**src/rtl/serial_signed_pow2_divider_pkg.sv**
```systemverilog
`default_nettype none
// ----------------------------------------------------------------------------
// serial_signed_pow2_divider_pkg : FSM state encoding and mode constants
// Revision 1.0
// ----------------------------------------------------------------------------
package serial_signed_pow2_divider_pkg;

  typedef enum logic [1:0] {
    IDLE  = 2'd0,
    BIAS  = 2'd1,
    SHIFT = 2'd2,
    DONE  = 2'd3
  } state_t;

  localparam logic MODE_SHIFT = 1'b0;
  localparam logic MODE_DIV   = 1'b1;

endpackage
`default_nettype wire

```
**src/rtl/arith_shift_right_by_one.sv**
```systemverilog
`default_nettype none
// ----------------------------------------------------------------------------
// arith_shift_right_by_one : combinational 1-bit arithmetic right shift
// Revision 1.0
// ----------------------------------------------------------------------------
module arith_shift_right_by_one #(
  parameter int N = 8
) (
  input  logic [N-1:0] d,
  output logic [N-1:0] q
);

  assign q = {d[N-1], d[N-1:1]};

endmodule
`default_nettype wire

```
**src/rtl/serial_signed_pow2_divider.sv**
```systemverilog
`default_nettype none
// ----------------------------------------------------------------------------
// serial_signed_pow2_divider : signed divide by 2^k, one shift per cycle
// Revision 1.0
// ----------------------------------------------------------------------------
module serial_signed_pow2_divider
  import serial_signed_pow2_divider_pkg::*;
#(
  parameter int N  = 8,
  parameter int KW = $clog2(N)
) (
  input  logic          clk,
  input  logic          rst,
  input  logic          up_valid,
  output logic          up_ready,
  input  logic [N-1:0]  a,
  input  logic [KW-1:0] k,
  input  logic          mode,
  output logic          down_valid,
  input  logic          down_ready,
  output logic [N-1:0]  res,
  output logic          busy
);

  state_t        state;
  logic [N-1:0]  acc;
  logic [KW-1:0] cnt;
  logic          mode_q;
  logic [N-1:0]  acc_shr;
  logic [N-1:0]  bias;

  // Adding 2^k-1 to a negative dividend turns the floor shift into truncation.
  assign bias = (N'(1) << cnt) - N'(1);

  arith_shift_right_by_one #(
    .N(N)
  ) u_shift (
    .d(acc),
    .q(acc_shr)
  );

  assign up_ready   = (state == IDLE);
  assign down_valid = (state == DONE);
  assign busy       = (state != IDLE);
  assign res        = acc;

  always_ff @(posedge clk) begin
    if (rst) begin
      state  <= IDLE;
      acc    <= '0;
      cnt    <= '0;
      mode_q <= MODE_SHIFT;
    end else begin
      case (state)
        IDLE: begin
          if (up_valid) begin
            acc    <= a;
            cnt    <= k;
            mode_q <= mode;
            if (mode == MODE_DIV && a[N-1] && k != '0)
              state <= BIAS;
            else if (k != '0)
              state <= SHIFT;
            else
              state <= DONE;
          end
        end
        BIAS: begin
          if (mode_q == MODE_DIV)
            acc <= acc + bias;
          state <= SHIFT;
        end
        SHIFT: begin
          acc <= acc_shr;
          cnt <= cnt - KW'(1);
          if (cnt == KW'(1))
            state <= DONE;
        end
        DONE: begin
          if (down_ready)
            state <= IDLE;
        end
        default: state <= IDLE;
      endcase
    end
  end

endmodule
`default_nettype wire
```
**config.mk**
```make
export PLATFORM = sky130hd
export DESIGN_NAME = serial_signed_pow2_divider
export DESIGN_NICKNAME = d
export VERILOG_FILES = /design/src/rtl/serial_signed_pow2_divider_pkg.sv /design/src/rtl/arith_shift_right_by_one.sv /design/src/rtl/serial_signed_pow2_divider.sv
export SDC_FILE = /design/constraint.sdc
export NUM_CORES = 1
export LEC_CHECK = 0
export BUFFER_PORTS_ARGS = -buffer_cell sky130_fd_sc_hd__buf_4
export CAP_MARGIN = 20
export CORE_MARGIN = 4
export CORE_UTILIZATION = 59
export CTS_CLUSTER_SIZE = 25
export DETAILED_ROUTE_END_ITERATION = 10
export PLACE_DENSITY = 0.82
export SLEW_MARGIN = 20
export SYNTH_ARGS = -nofsm -noshare
export SYNTH_HDL_FRONTEND = slang
export SYNTH_SLANG_ARGS = --single-unit
```
**constraint.sdc**
```tcl
create_clock -name clk -period 7.3 [get_ports clk]
set_input_delay 1.46 -clock clk [delete_from_list [all_inputs] [get_ports clk]]
set_output_delay 1.46 -clock clk [all_outputs]
set_load 0.01 [all_outputs]
```
Yosys cells after proc, flatten, opt, wreduce, memory -nomap -nowiden
Cells that the tools add are included.
- reductions and logical operators: 13
- bitwise operators: 1
- shift-type cells: 1
- equality and inequality tests: 8
- mux-type cells: 11
- add/subtract/negate cells: 3
- operator list (operator ; count):
    one-hot mux 8 bit (3 select lines) ; 1
    2-to-1 mux 8 bit ; 2
    adder 8 bit ; 1
    2-to-1 mux 2 bit ; 4
    one-hot mux 2 bit (4 select lines) ; 1
    left shift 1 x 3 -> 8 bit, first input constant ; 1
    subtractor 8 x 2 -> 8 bit, second input constant ; 1
    != test 2 bit, second input constant ; 3
    one-hot mux 3 bit (2 select lines) ; 1
    AND reduction 3 bit ; 2
    nonzero test 2 bit ; 3
    nonzero test 3 bit ; 2
    equality test 2 bit, second input constant ; 2
    AND reduction 2 bit ; 2
    AND reduction 4 bit ; 1
    equality test 3 x 1 -> 1 bit, second input constant ; 1
    2-to-1 mux 3 bit ; 1
    subtractor 3 x 1 -> 3 bit, second input constant ; 1
    equality test 2 x 1 -> 1 bit, second input constant ; 1
    logical AND 1 bit ; 2
    zero test 2 bit ; 1
    != test 2 x 1 -> 1 bit, second input constant ; 1
    2-to-1 mux 1 bit ; 1
    inverter 1 bit ; 1
- register bits after elaboration: 14
- input bits: 16
- output and inout port bits: 11

Longest topological paths before layout
Gate-level depths: netlist of run 1.
- depth after elaboration: 5
- gate-level depth with buffers: 13
- depth with buffers taken out: 13

Cells and area by module
From an unflattened synthesis of run 1, not the netlist that was laid out.
- cells, all modules: 186
- area total of the unflattened synthesis: 1431.4 um^2
- modules (own cells, without submodules) (module ; times used ; area each (um^2) ; cells each):
    serial_signed_pow2_divider ; 1 ; 1371.3 ; 178
    arith_shift_right_by_one ; 1 ; 60.1 ; 8

Worst setup path after synthesis of run 1
No wires, ideal clock.
- path type: input to register
- from: in up_valid
- to: reg acc[6], in the netlist res[6]
- required time: 7.208 ns
- buffers on the path: 1
- library setup time: 0.092 ns
- data arrival time: 2.392 ns
- stages: 5
- path slack: 4.816 ns
- path through: nor2b_4 -> or3_1 -> buf_2 -> or3_1 -> o32ai_1
- cells in the longest elaborated chain, start to end: 2
- ends and longest elaborated chain (item ; RTL line ; text):
    start: declaration ; serial_signed_pow2_divider.sv:14 ; input logic up_valid,
    != test 2 bit (no line) ; n/a ;
    AND reduction 3 bit (no line) ; n/a ;
    end signal: assignment ; serial_signed_pow2_divider.sv:70 ; acc <= acc + bias;
    end signal: assignment ; serial_signed_pow2_divider.sv:74 ; acc <= acc_shr;
    end: declaration ; serial_signed_pow2_divider.sv:26 ; logic [N-1:0] acc;
Every way passes these cells.
A chain may end at the register's enable or synchronous reset.

Worst setup path after layout of run 1
- from: reg state[0]
- to: out busy
- cells in the longest elaborated chain, start to end: 1
- ends and longest elaborated chain (item ; RTL line ; text):
    start: declaration ; serial_signed_pow2_divider.sv:25 ; state_t state;
    start signal: assignment ; serial_signed_pow2_divider.sv:49 ; state <= IDLE;
    start signal: assignment ; serial_signed_pow2_divider.sv:61 ; state <= BIAS;
    start signal: assignment ; serial_signed_pow2_divider.sv:63 ; state <= SHIFT;
    nonzero test 2 bit ; serial_signed_pow2_divider.sv:44 ; assign busy = (state != IDLE);
    end: declaration ; serial_signed_pow2_divider.sv:22 ; output logic busy
Every way passes these cells.

==> results by group, run 1 <==
Synthesis
  – Synth Area in Simple Gates: 0.171
  – Synth Area per Inst: 7.78 sq um
  – Synth area leaders: ha_1, dfxtp_1, inv_1
  – Synth Flop Type: dfxtp_1
  – Main combinational cell family by area after synthesis: compound AO/OA/AOI/OAI gates
  – Xor/xnor share of the synthesized area: 0.0262
  – Register area share after synthesis: 0.209
  – Asr flop ratio synth: 0
  – Synth top area share: 0.215
  – Net Count, Synth: 212
  – EDFF count, synth: 0
  – Post-Syn Area: 0.00134 sq mm
  – Post-synthesis adder-cell area fraction: 0.230
  – Netlist cell types: 41
  – Synth Warn #: 0
  – Synth Area in Compound Gates: 0.266
  – #FFs+latches synth: 14
  – Mux cell area share after synthesis: 0
  – Post-synth top area cell: ha_1
  – Post-Synthesis Cells: 172

CTS
  – Clock Latency Late Sink: 290 ps
  – H-tree Lvls: 1
  – Post-CTS Setup Inserts: 0
  – CTS max path bufs: 2
  – # resized after CTS: 0
  – CTS root buffer: clkbuf_4
  – Cts hold-fix bufs: 0
  – Num CTS Buffers: 3
  – Clock Sinks: 14
  – Clk slew on worst S/H paths: 90 ps
  – CTS tree: yes

Pwr
  – Pleak: 0.736 nW
  – Max IR drop VDD: 356 uV
  – PD cells: 565 mW/mm^2

Floorplan
  – Die width: 55.6 microns
  – Initial Util: 0.649
  – Die height: 55.6 microns
  – Core area: 0.00206 sq mm
  – Num rows: 16
  – # IOs: 27
  – Die Area: 0.00310 sq mm

Global routing
  – Gr ovfl total: 0
  – Grt met2 use: 0.404
  – Overall Global Routing Usage: 0.241
  – Top Usage Layer GRT: met2
  – First-pass GRT wire length: 6000 microns
  – Initial antenna violation count: 0
  – GRT met1 Usage: 0.295
  – Pin count of the biggest net entering global routing: 18
  – Met3 Use GR: 0.0650
  – Vias in the first global route: 1358

Min path
  – Min-Delay Endpoint: mode_q
  – Min-delay worst type: flip-flop to flip-flop
  – Hold depth: 2
  – Hold_sp: mode_q

Worst setup path
  – Worst r2r dst: res[7]
  – Worst setup path category: flip-flop to primary output
  – Critical path peak fanout: 6
  – Startpoint type of the worst setup path: flip-flop
  – Worst Path Required: 5840 ps
  – Crit path capture type: primary output
  – Arr. time, crit path: 1310 ps
  – Reg-to-reg setup timing slack: 4550 ps
  – Reg2Reg Launch Point: cnt[1]
  – Reg2Reg Depth: 13

Drt
  – DRT antenna net count: 0
  – Post-Route WL: 3410 microns
  – Vias after detailed routing: 1300
  – DR WL/cell: 15.3 microns
  – Vias/cell: 5.83
  – First-pass detailed-route iteration total: 4
  – Initial DRC Count: 39
  – # DRC: 0

Finish
  – Most frequent cells in the layout: inv_1, buf_4, ha_1
  – Layout cell share with drive strength beyond 1: 0.179
  – N_diodes: 0
  – Area added between synthesis and finish: 17.9%
  – Fin cells: 223
  – Nets@finish: 237
  – Design Area, Final: 0.00158 sq mm
  – Most common cell after layout, fill and taps aside: inv_1

Placed design
  – Cells after DPL: 219
  – Port Buffers: 26
  – HPWL Detailed: 2730 microns
  – Post-DP Area: 0.00154 sq mm
  – Gpl congestion: 0.835

Timing
  – # setup viols final: 0
  – Tcrit/Tclk final: 0.379
  – Unrepaired setup endpoints after global routing: false
  – Worst rel slew slack: 0.580
  – Max-slew violation count: 0
  – Tmin final: 2770 ps
  – Slew @ Worst Pin: 625 ps
  – Fin Setup TNS: 0 ps
  – FMAX: 361 MHz
  – Fin. Hold Viols: 0
  – Clock skew: 4.79 ps

Job
  – Maxcap violations: 0

Status
  – Status: finished, final reports clean
## flip-flops by register name (all words and copies together), names as in the netlist
name    count
cnt         3
mode_q      1
res         8
state       2
## synthesized netlist by cell type, types with 2 or more instances
| cell type | count |
|---|---|
| inv_1 | 27 |
| ha_1 | 23 |
| nand2_1 | 15 |
| dfxtp_1 | 14 |
| a21oi_1 | 12 |
| nor2_1 | 10 |
| nand2b_1 | 6 |
| o21ai_0 | 6 |
| clkbuf_1 | 4 |
| o211ai_1 | 4 |
| o221ai_1 | 4 |
| xnor2_1 | 4 |
| a211oi_1 | 3 |
| a22oi_1 | 3 |
| nor2b_1 | 3 |
| or3_1 | 3 |
| a21o_1 | 2 |
| a221oi_1 | 2 |
| and2_1 | 2 |
| buf_2 | 2 |
| nor3_1 | 2 |
| or2_2 | 2 |
## per-layer routing
layer  up-vias  share of wire
li1        650              -
met1       594           0.44
met2        47           0.47
met3         9          0.067
met4         0          0.016
met5         -              0
## layout make-up
type | instances | area (sq um)
clock buffers | 4 | 36.3
fillers | 157 | 483
inverters | 28 | 105
multi-input cells | 124 | 928
flip-flops and latches | 14 | 280
well taps | 27 | 33.8
repair buffers | 26 | 195
## cell families (layout without fill, tap and decap cells)
kind of cell | Yosys count | count (layout)
compound gates | 50 | 50
xor+xnor | 4 | 4
fa+ha+maj | 24 | 24
buf+inv | 34 | 58
flops | 14 | 14
simple gates | 46 | 46
## power by group
group          internal, mW  total, mW  switching [mW]
combinational         0.308      0.689           0.382
sequential            0.110      0.144          0.0340
clock                0.0304     0.0586          0.0282
total                 0.448      0.892           0.444
## worst max-delay path, cell delays in order (launching register included)
cell and delay [ps]:
dfxtp_1 350, inv_1 120, ha_1 290, inv_1 100
buf_4 150
## through the flow
step                      total power [mW]  worst slack [ps]  utilization  hold WS, ps
after floorplan                      0.651              4820            -          437
after global routing                 0.995              4330        0.766          496
final                                0.892              4530        0.766          476
after CTS                            0.892              4540        0.766          475
after global placement               0.794              4610        0.748          445
after detailed placement             0.829              4560        0.748          462
## how the worst max path moves through the flow
stage                     startpoint     end  cells past startpoint
after floorplan             up_valid  res[6]                      5
after global placement      up_valid  res[4]                      6
after detailed placement      cnt[1]  res[7]                     13
after global routing          cnt[1]  res[7]                     13
final                       state[0]    busy                      4
after CTS                     cnt[1]  res[7]                     13
No activity file was read; power rests on OpenSTA's default activity.
==> run 2: changes to the inputs <==
--- a/config.mk
+++ b/config.mk
@@ -8,10 +8,10 @@
 export BUFFER_PORTS_ARGS = -buffer_cell sky130_fd_sc_hd__buf_4
 export CAP_MARGIN = 20
 export CORE_MARGIN = 4
-export CORE_UTILIZATION = 59
+export CORE_UTILIZATION = 49
 export CTS_CLUSTER_SIZE = 25
 export DETAILED_ROUTE_END_ITERATION = 10
-export PLACE_DENSITY = 0.82
+export PLACE_DENSITY = 0.72
 export SLEW_MARGIN = 20
 export SYNTH_ARGS = -nofsm -noshare
 export SYNTH_HDL_FRONTEND = slang
==> constraint.sdc (replaced) <==
create_clock -name clk -period 2.3 [get_ports clk]
set_input_delay 0.46 -clock clk [delete_from_list [all_inputs] [get_ports clk]]
set_output_delay 0.46 -clock clk [all_outputs]
set_load 0.01 [all_outputs]
==> results by group, run 2 (synthesis gave the netlist of run 1 again) <==
Status
  – Status: finished with violations
  – Failing checks: setup timing

CTS
  – Clock Sinks: 14 (unchanged)
  – CTS root buffer: clkbuf_4
  – CTS max path bufs: 2 (unchanged)
  – Clk slew on worst S/H paths: 90 ps (about the same)
  – Num CTS Buffers: 3 (unchanged)
  – CTS tree: yes
  – Cts hold-fix bufs: 0 (unchanged)
  – H-tree Lvls: 1 (unchanged)
  – Clock Latency Late Sink: 300 ps (about the same)

Drt
  – DRT antenna net count: 0 (unchanged)
  – Post-Route WL: 4220 microns (+24%)
  – First-pass detailed-route iteration total: 4 (unchanged)
  – # DRC: 0 (unchanged)
  – Vias/cell: 5.74 (-1.5%)
  – Vias after detailed routing: 1435 (+10%)
  – DR WL/cell: 16.9 microns (+10%)
  – Initial DRC Count: 88 (+130%)

Global routing
  – First-pass GRT wire length: 7020 microns (+17%)
  – Grt met2 use: 0.426 (+0.0222)
  – Pin count of the biggest net entering global routing: 16 (-2)
  – Initial antenna violation count: 0 (unchanged)
  – GRT met1 Usage: 0.309 (+0.0146)
  – Met3 Use GR: 0.0734 (+0.00847)
  – Vias in the first global route: 1531 (+13%)
  – Top Usage Layer GRT: met2
  – Gr ovfl total: 0 (unchanged)
  – Overall Global Routing Usage: 0.262 (+0.0209)

Placed design
  – Gpl congestion: 0.869 (+4.1%)
  – HPWL Detailed: 2870 microns (+5.2%)
  – Post-DP Area: 0.00175 sq mm (+13%)
  – Port Buffers: 26 (unchanged)

Finish
  – Layout cell share with drive strength beyond 1: 0.432 (+0.253)
  – Area added between synthesis and finish: 49.8%
  – Max reg flops: 8 (unchanged)
  – Design Area, Final: 0.00201 sq mm (+27%)
  – Nets@finish: 262 (+11%)
  – Most common cell after layout, fill and taps aside: buf_4
  – Most frequent cells in the layout: buf_4, inv_1, nand2_1, ha_4
  – N_diodes: 0 (unchanged)

Timing
  – Tcrit/Tclk final: 1.04
  – Unrepaired setup endpoints after global routing: true
  – Clock skew: 3.31 ps (-1.48 ps)
  – Tmin final: 2390 ps
  – Max-slew violation count: 0 (unchanged)
  – PnR worst setup slack: -85.0 ps (-4620 ps)
  – FMAX: 419 MHz
  – Worst rel slew slack: 0.623 (+0.0427)
  – Slew @ Worst Pin: 552 ps (-73.5 ps)
  – # setup viols final: 4 (+4)
  – Fin. Hold Viols: 0 (unchanged)

Floorplan
  – Die height: 60.3 microns (+8.3%)
  – Die Area: 0.00363 sq mm (+17%)
  – Num rows: 18 (+2)
  – # IOs: 27 (unchanged)
  – Initial Util: 0.526 (-0.123)
  – Core area: 0.00254 sq mm (+23%)
  – Die width: 60.3 microns (+8.3%)

Worst setup path
  – Arr. time, crit path: 2620 ps (+1310 ps)
  – Reg2Reg Launch Point: cnt[1]
  – Startpoint of the worst setup timing path: cnt[1]
  – Critical path peak fanout: 3 (-3)
  – Reg-to-reg setup timing slack: -90 ps (-4640 ps)
  – Worst Path Required: 2540 ps (-3300 ps)
  – Worst setup path category: flip-flop to flip-flop
  – Crit path capture type: flip-flop
  – Startpoint type of the worst setup path: flip-flop

Min path
  – Hold_sp: mode
  – Min-delay worst type: input pin to flip-flop

Job
  – Maxcap violations: 0 (unchanged)
## run 2: cell types whose count changed in the layout (fill, tap and decap cells not counted), moves of 3 or more
cell     previous run  this run
buf_4              26        49
dfxtp_1            14        11
ha_1               23         9
ha_4                0        13
inv_1              27        19
inv_2               0         6
## run 2: repair_timing
action                                  in CTS  in global routing
endpoints found under the setup margin       4                  5
buffers inserted                             3                  2
gates resized for setup                     21                 19
hold endpoints to repair                     0                  0
pin swaps                                   11                 17
## run 2: through the flow
stage | setup TNS [ps] | cells | setup slack, ps | hold WS [ps] | util
6_report | -245 | 250 | -85.0 | 431 | 0.788
4_1_cts | -160 | 248 | -80.7 | 443 | 0.749
2_1_floorplan | -1.88 | 172 | -1.88 | 437 | -
5_1_grt | -668 | 250 | -201 | 456 | 0.788
3_3_place_gp | -192 | 242 | -85.8 | 446 | 0.686
3_5_place_dp | -413 | 242 | -132 | 458 | 0.686
## run 2: area by class of cell
| cell class | count | area [sq um] |
|---|---|---|
| fill | 177 | 539 |
| tap | 30 | 37.5 |
| clock buffer | 3 | 22.5 |
| timing repair buffer | 51 | 399 |
| inverter | 28 | 110 |
| sequential | 14 | 289 |
| multi-input combinational | 124 | 1150 |
## run 2: worst max-delay path, stage by stage (launching register included)
cell	delay, ps
dfxtp_4	370
inv_4	80
ha_4	150
nand2b_4	70
ha_4	260
inv_2	40
ha_4	150
inv_2	50
fa_2	240
nor2b_4	50
o31a_1	300
buf_6	130
a211oi_2	150
o221ai_1	130
a21oi_1	150
## run 2: final timing paths
path | endpoint | cells after the start
worst max-delay path | res[5] | 14
worst min-delay path | mode_q | 3
worst min register to register | mode_q | 2
worst max register to register | res[5] | 14
## run 2: routing by layer
| layer | up-vias | part of all wire |
|---|---|---|
| li1 | 699 | - |
| met1 | 678 | 0.42 |
| met2 | 46 | 0.50 |
| met3 | 12 | 0.056 |
| met4 | 0 | 0.027 |
| met5 | - | 0 |
Power of run 2 is left out: the tool's default activity adds up to more than one toggle a clock period on the data nets, which glitch-free logic cannot reach.
